--- config.mk ---
export PLATFORM = sky130hd
export DESIGN_NAME = sc_mul_sched
export DESIGN_NICKNAME = d
export VERILOG_FILES = /design/src/rtl/sc_mul_sched.sv
export SDC_FILE = /design/constraint.sdc
export NUM_CORES = 1
export LEC_CHECK = 0
export ABC_AREA = 1
export BUFFER_PORTS_ARGS = -buffer_cell sky130_fd_sc_hd__buf_2
export CORE_AREA = 4 4 89 99
export CTS_BUF_LIST = sky130_fd_sc_hd__clkbuf_8
export CTS_CLUSTER_DIAMETER = 120
export DETAILED_ROUTE_END_ITERATION = 16
export DIE_AREA = 0 0 93 103
export SLEW_MARGIN = 20
export SYNTH_ARGS = -nofsm -noshare
export SYNTH_HDL_FRONTEND = slang
export SYNTH_SLANG_ARGS = --single-unit
export TNS_END_PERCENT = 10
--- constraint.sdc ---
create_clock -name clk -period 1.3 [get_ports clk]
set_input_delay 0.26 -clock clk [delete_from_list [all_inputs] [get_ports clk]]
set_output_delay 0.26 -clock clk [all_outputs]
set_load 0.01 [all_outputs]
--- src/rtl/sc_mul_sched.sv ---
// Scheduler that shares one stochastic AND multiplier between two requesters.
// A round-robin arbiter picks a request, the operands are loaded into the
// multiplier, the ones on mul_oC are counted over 2^DATAWD cycles, and the
// count is returned with the id of the requester that was served.
//
// state | meaning
// IDLE  | waiting for a request; arbiter drives req_ready
// LOAD  | one cycle: load multiplier operand buffers, restart both RNGs
// RUN   | 2^DATAWD cycles: accumulate mul_oC into the ones counter
// DONE  | result offered on res_*; held until res_ready
module sc_mul_sched #(
    parameter int DATAWD = 8
) (
    input  logic              clk,
    input  logic              rst_n,
    input  logic [1:0]        req_valid,
    output logic [1:0]        req_ready,
    input  logic [DATAWD-1:0] req_a0,
    input  logic [DATAWD-1:0] req_b0,
    input  logic [DATAWD-1:0] req_a1,
    input  logic [DATAWD-1:0] req_b1,
    output logic [DATAWD-1:0] mul_a,
    output logic [DATAWD-1:0] mul_b,
    output logic              mul_loadA,
    output logic              mul_loadB,
    output logic              rng_clr,
    input  logic              mul_oC,
    output logic              res_valid,
    input  logic              res_ready,
    output logic [DATAWD:0]   res_data,
    output logic              res_id,
    output logic              busy
);

    localparam logic [1:0] S_IDLE = 2'd0;
    localparam logic [1:0] S_LOAD = 2'd1;
    localparam logic [1:0] S_RUN  = 2'd2;
    localparam logic [1:0] S_DONE = 2'd3;

    logic [1:0]        state;
    logic              ptr;
    logic              grant_id;
    logic              accept;
    logic [DATAWD-1:0] cap_a;
    logic [DATAWD-1:0] cap_b;
    logic              cap_id;
    logic [DATAWD:0]   ones;
    logic [DATAWD-1:0] cyc;

    // Round-robin grant: the pointer only matters when both requesters are valid.
    always_comb begin
        grant_id = 1'b0;
        if (req_valid == 2'b11) begin
            grant_id = ptr;
        end else if (req_valid[1]) begin
            grant_id = 1'b1;
        end
        req_ready = 2'b00;
        if (state == S_IDLE && req_valid != 2'b00) begin
            req_ready = grant_id ? 2'b10 : 2'b01;
        end
        accept = |(req_valid & req_ready);
    end

    // Sequencer: state, arbitration pointer and operand capture.
    always_ff @(posedge clk or negedge rst_n) begin
        if (!rst_n) begin
            state  <= S_IDLE;
            ptr    <= 1'b0;
            cap_a  <= '0;
            cap_b  <= '0;
            cap_id <= 1'b0;
        end else begin
            case (state)
                S_IDLE: begin
                    if (accept) begin
                        cap_a  <= grant_id ? req_a1 : req_a0;
                        cap_b  <= grant_id ? req_b1 : req_b0;
                        cap_id <= grant_id;
                        ptr    <= ~grant_id;
                        state  <= S_LOAD;
                    end
                end
                S_LOAD: state <= S_RUN;
                S_RUN: begin
                    if (cyc == '1) begin
                        state <= S_DONE;
                    end
                end
                default: begin
                    if (res_ready) begin
                        state <= S_IDLE;
                    end
                end
            endcase
        end
    end

    // Ones counter and run-length counter; one bit wider ones count so a
    // full stream of ones does not wrap.
    always_ff @(posedge clk or negedge rst_n) begin
        if (!rst_n) begin
            ones <= '0;
            cyc  <= '0;
        end else if (state == S_LOAD) begin
            ones <= '0;
            cyc  <= '0;
        end else if (state == S_RUN) begin
            ones <= ones + (DATAWD+1)'(mul_oC);
            cyc  <= cyc + DATAWD'(1);
        end
    end

    // Outputs decoded from state; operands stay on the captured values.
    always_comb begin
        mul_a     = cap_a;
        mul_b     = cap_b;
        mul_loadA = (state == S_LOAD);
        mul_loadB = (state == S_LOAD);
        rng_clr   = (state == S_LOAD);
        res_valid = (state == S_DONE);
        res_data  = (state == S_DONE) ? ones : '0;
        res_id    = cap_id;
        busy      = (state != S_IDLE);
    end

endmodule

Word level (Yosys, flattened, before mapping)
Cells that the tools add are included.

Bits of input ports: 38. Logic and storage cells: 42. Register bits after elaboration: 37. Output and inout port bits: 33.

Add/subtract/negate cells: 2. Reductions and logical operators: 9. Mux-type cells: 15. Equality and inequality tests: 7. Bitwise logic cells: 2.

Operators by type and width (number): $mux 8 (4); $mux 9 (3); $mux 2 (5); $add 9x1->9 (1); $add 8x1->8 const B (1); $eq 8x8->1 const B (1); $eq 2x2->1 const B (3); $pmux 2 s3 (1); $reduce_bool 2->1 (3); $ne 2x2->1 const B (2); $reduce_bool 4->1 (1); $reduce_and 3->1 (1); $and 2x2->2 (1); $eq 2x1->1 const B (1); $logic_not 2->1 (1); $mux 1 (2); $reduce_and 2->1 (1); $reduce_or 2->1 (1); $logic_and 1x1->1 (1); $not 1->1 (1).

Logic depth before layout (Yosys ltp)
Depth after elaboration: 8. Gate-level depth with buffers: 9. Mapped depth without buffers: 9.

Least setup slack after synthesis
Ideal clock, no wire load.

Path kind: register to output. Start point: reg state[0]. End point: out req_ready[0]. Cell stages (with the launch flop): 7. Arrival: 1.139 ns. Path slack: -0.099 ns. Data required time: 1.040 ns. Buffers on the path: 0. Path through: dfrtp_1 -> inv_1 -> ha_1 -> inv_2 -> a21oi_4 -> inv_4 -> nor2_4.

Word-level cells in the longest chain between the ends: 3.

Ends and longest elaborated chain: start, declared (RTL line 40) `logic [1:0] state;`; start signal, assigned (RTL line 68) `state <= S_IDLE;`; start signal, assigned (RTL line 81) `state <= S_LOAD;`; start signal, assigned (RTL line 84) `S_LOAD: state <= S_RUN;`; $logic_not 2->1 (RTL line 59) `if (state == S_IDLE && req_valid != 2'b00) begin`; $logic_and 1x1->1 (RTL line 59); $mux 2 (RTL line 59); end, declared (RTL line 17) `output logic [1:0] req_ready,`.

Every way passes these cells.

Final worst setup path
Same ends and word-level chain as after synthesis.

==> results.json <==
{
  "r2r_slack_ns": -0.12,
  "synthTopCellsByArea": "dfrtp_1 (46%), nand2_1 (16%), inv_1 (5.6%), nor2_1 (5.1%), ha_1 (4.4%)",
  "clock-sinks": 37,
  "rows": 34,
  "first_global_vias": 1912,
  "syn_area_per_cell_um2": 7.55,
  "power_mw": 6.14,
  "synth_area_mm2": 0.00199,
  "finalMaxSlewViolations": 0,
  "gp_congestion": 0.761,
  "timing.rr.start": "state[0]$_DFFE_PN0P_",
  "synth_top_area_cell": "dfrtp_1",
  "grtUsageTotal": 0.115,
  "start_kind": "flip-flop",
  "ios": 71,
  "grt_max_degree": 26,
  "achievable-frequency_ghz": 0.616,
  "violations": "negative setup slack",
  "max_stage_delay_ns": 0.42,
  "final_area_mm2": 0.00286,
  "slowest_stage": "dfrtp_1",
  "firstDrtPassIters": 4,
  "crit_chain": "inv_2, ha_4, inv_4, a21oi_4, inv_4, nor2_4, buf_6",
  "multi_input_area_um2": 952,
  "slew_headroom": 0.776,
  "ys_ff_latch": 37,
  "routed_wl_um": 5290,
  "synth_nets": 309,
  "wl_met2_um": 2540,
  "maxCapViolations": 0,
  "crit_path_max_fanout": 4,
  "status": "finished, violations left",
  "cp_common_cell": "inv_4",
  "arrival_ns": 1.36,
  "fp.dieW_um": 93,
  "setup_violations": 48,
  "cts_tree": "done",
  "endpoint": "req_ready[0]",
  "highest_layer": "met4",
  "portBuffers": 70,
  "avgViaCountPerCell": 4.24,
  "path_clk_slew_ns": 0.07,
  "worst_pin_slew_ns": 0.336,
  "fill_cells": 867,
  "setup.worst_path.class": "flip-flop to output port",
  "worstSetupEndpointType": "output port",
  "cts_root_buffer": "clkbuf_8",
  "crit_buf_inv": 4,
  "area_growth_pct": 43.5,
  "finalNetCount": 407,
  "htree_levels": 2,
  "hold_ws_ns": 0.178,
  "post_drt_wl_per_cell_um": 11.3,
  "dp_hpwl_um": 4070,
  "cts.path.max_buffers": 2,
  "synth_cell_types": 23,
  "dpl-instance-area_mm2": 0.00263,
  "power_leakage_nw": 1.55,
  "yosys.area.top_type_share": 0.464,
  "hold_violations": 0,
  "crit_cells": 7,
  "critPathRequiredTime_ns": 1.04,
  "reg2reg_to": "cyc[6]$_DFFE_PN0P_",
  "floorplan.initialDensity": 0.255,
  "seq_area_frac_synth": 0.464,
  "max-vdd-ir-drop_uv": 891,
  "num_vias": 1993,
  "route.detailed.drc": 0,
  "power_density_mw_per_mm2": 2150,
  "setup.worst_path.start": "state[0]$_DFFE_PN0P_",
  "seq_area_um2": 926,
  "setup_ws_ns": -0.323,
  "fin_crit_sh": 1.25,
  "period_minus_slack_ns": 1.62,
  "hold_depth": 3,
  "drtAntennaViolNets": 0,
  "routed-wl-met3_um": 279,
  "dieArea_mm2": 0.00958,
  "ys_warn_count": 0,
  "chipHeight_um": 103,
  "drtIter0Drc": 83,
  "clock_latency_ns": 0.29,
  "crit_family": "flip-flops",
  "grt_pass1_wl_um": 8880,
  "grt_antenna_before_repair": 0,
  "ff2ff_path_depth": 9,
  "grt_overflow": 0,
  "syn_inst": 264,
  "hold_class": "primary input to flip-flop",
  "numCtsBuffers": 5,
  "drive_above_1_share": 0.367,
  "layout_commonest_cell": "nand2_1",
  "mostFrequentLayoutCells": "nand2_1 (80), buf_2 (67), dfrtp_1 (37)",
  "rsz0062_at_grt": "yes",
  "core_mm2": 0.00783,
  "met1Wirelength_um": 2450,
  "n_antenna_cell": 0,
  "skew_ns": 0.00410
}
[worst register-to-register path, stage by stage, from the launching register on]
cell,delay (ns)
dfrtp_1,0.41
inv_2,0.07
ha_4,0.31
nand2_1,0.08
nor2_2,0.11
nand2_2,0.08
nor2_2,0.11
nand2_1,0.06
nand2_1,0.06
nor2_1,0.04
[cell usage after synthesis]
cell type / n
nand2_1: 86
dfrtp_1: 37
inv_1: 30
nor2_1: 27
nand3_1: 15
o21ai_0: 14
o21ai_1: 12
a21oi_1: 9
ha_1: 7
buf_4: 4
inv_2: 4
nand4_1: 4
nor3_1: 3
buf_6: 2
nor2_4: 2
a21oi_2: 1
a21oi_4: 1
buf_2: 1
clkbuf_1: 1
inv_4: 1
nor2_2: 1
nor3_2: 1
o21bai_1: 1
[layout make-up]
class / count / share of cell area
Multi-Input combinational cell: 184 / 0.333
Sequential cell: 37 / 0.323
Timing Repair Buffer: 99 / 0.213
Inverter: 35 / 0.0476
Tap cell: 108 / 0.0472
Clock buffer: 5 / 0.0240
Clock inverter: 2 / 0.0122
[what timing repair did]
action / in CTS / in global routing
buffers inserted: 3 / 0
gates resized for setup: 10 / 15
pin swaps: 7 / 4
endpoints found under the setup margin: 52 / 53
hold endpoints to repair: 12 / 0
hold buffers: 1 / 0
[sequential cells by signal, indices dropped and copies added (netlist names)]
signal and count:
state 2, mul_a 8, mul_b 8, cyc 8, ones 9, res_id 1
ptr 1
[stage by stage]
stage | utilization | setup slack [ns] | std cells | TNS [ns]
CTS | 0.359 | -0.358 | 470 | -6.15
global route | 0.366 | -0.415 | 470 | -10.73
global placement | 0.336 | -0.114 | 459 | -1.10
detailed placement | 0.336 | -0.172 | 459 | -2.52
floorplan | - | -0.0401 | 264 | -0.0761
finish | 0.366 | -0.323 | 470 | -5.76
[worst min path at each step]
stage / startpoint / end / slack (ns)
final: req_b0[7] / mul_b[7]$_DFFE_PN0P_ / 0.18
after global routing: req_b0[3] / mul_b[3]$_DFFE_PN0P_ / 0.17
after CTS: req_a0[7] / mul_a[7]$_DFFE_PN0P_ / 0.17
after detailed placement: rst_n / ones[0]$_DFFE_PN0P_ / 0.18
after global placement: rst_n / ones[0]$_DFFE_PN0P_ / 0.18
after floorplan: rst_n / cyc[0]$_DFFE_PN0P_ / -0.04
[power by group]
group / total, mW / internal (mW) / switching, mW
sequential: 1.89 / 1.61 / 0.282
clock: 0.971 / 0.558 / 0.413
combinational: 3.28 / 1.48 / 1.80
[metal layers]
layer,track usage,up-vias
met5,0,-
met4,0.0338,0
met3,0.0248,4
met2,0.192,53
met1,0.149,916
li1,-,1020
[logic make-up (layout without fill, tap and decap cells)]
group	after synthesis	count (layout)	share of synthesized area
simple gates	139	139	0.290
buf+inv	43	141	0.0979
compound gates	38	38	0.104
flops	37	37	0.464
fa+ha+maj	7	7	0.0439
Note: power is estimated with default switching activity, not from simulation.
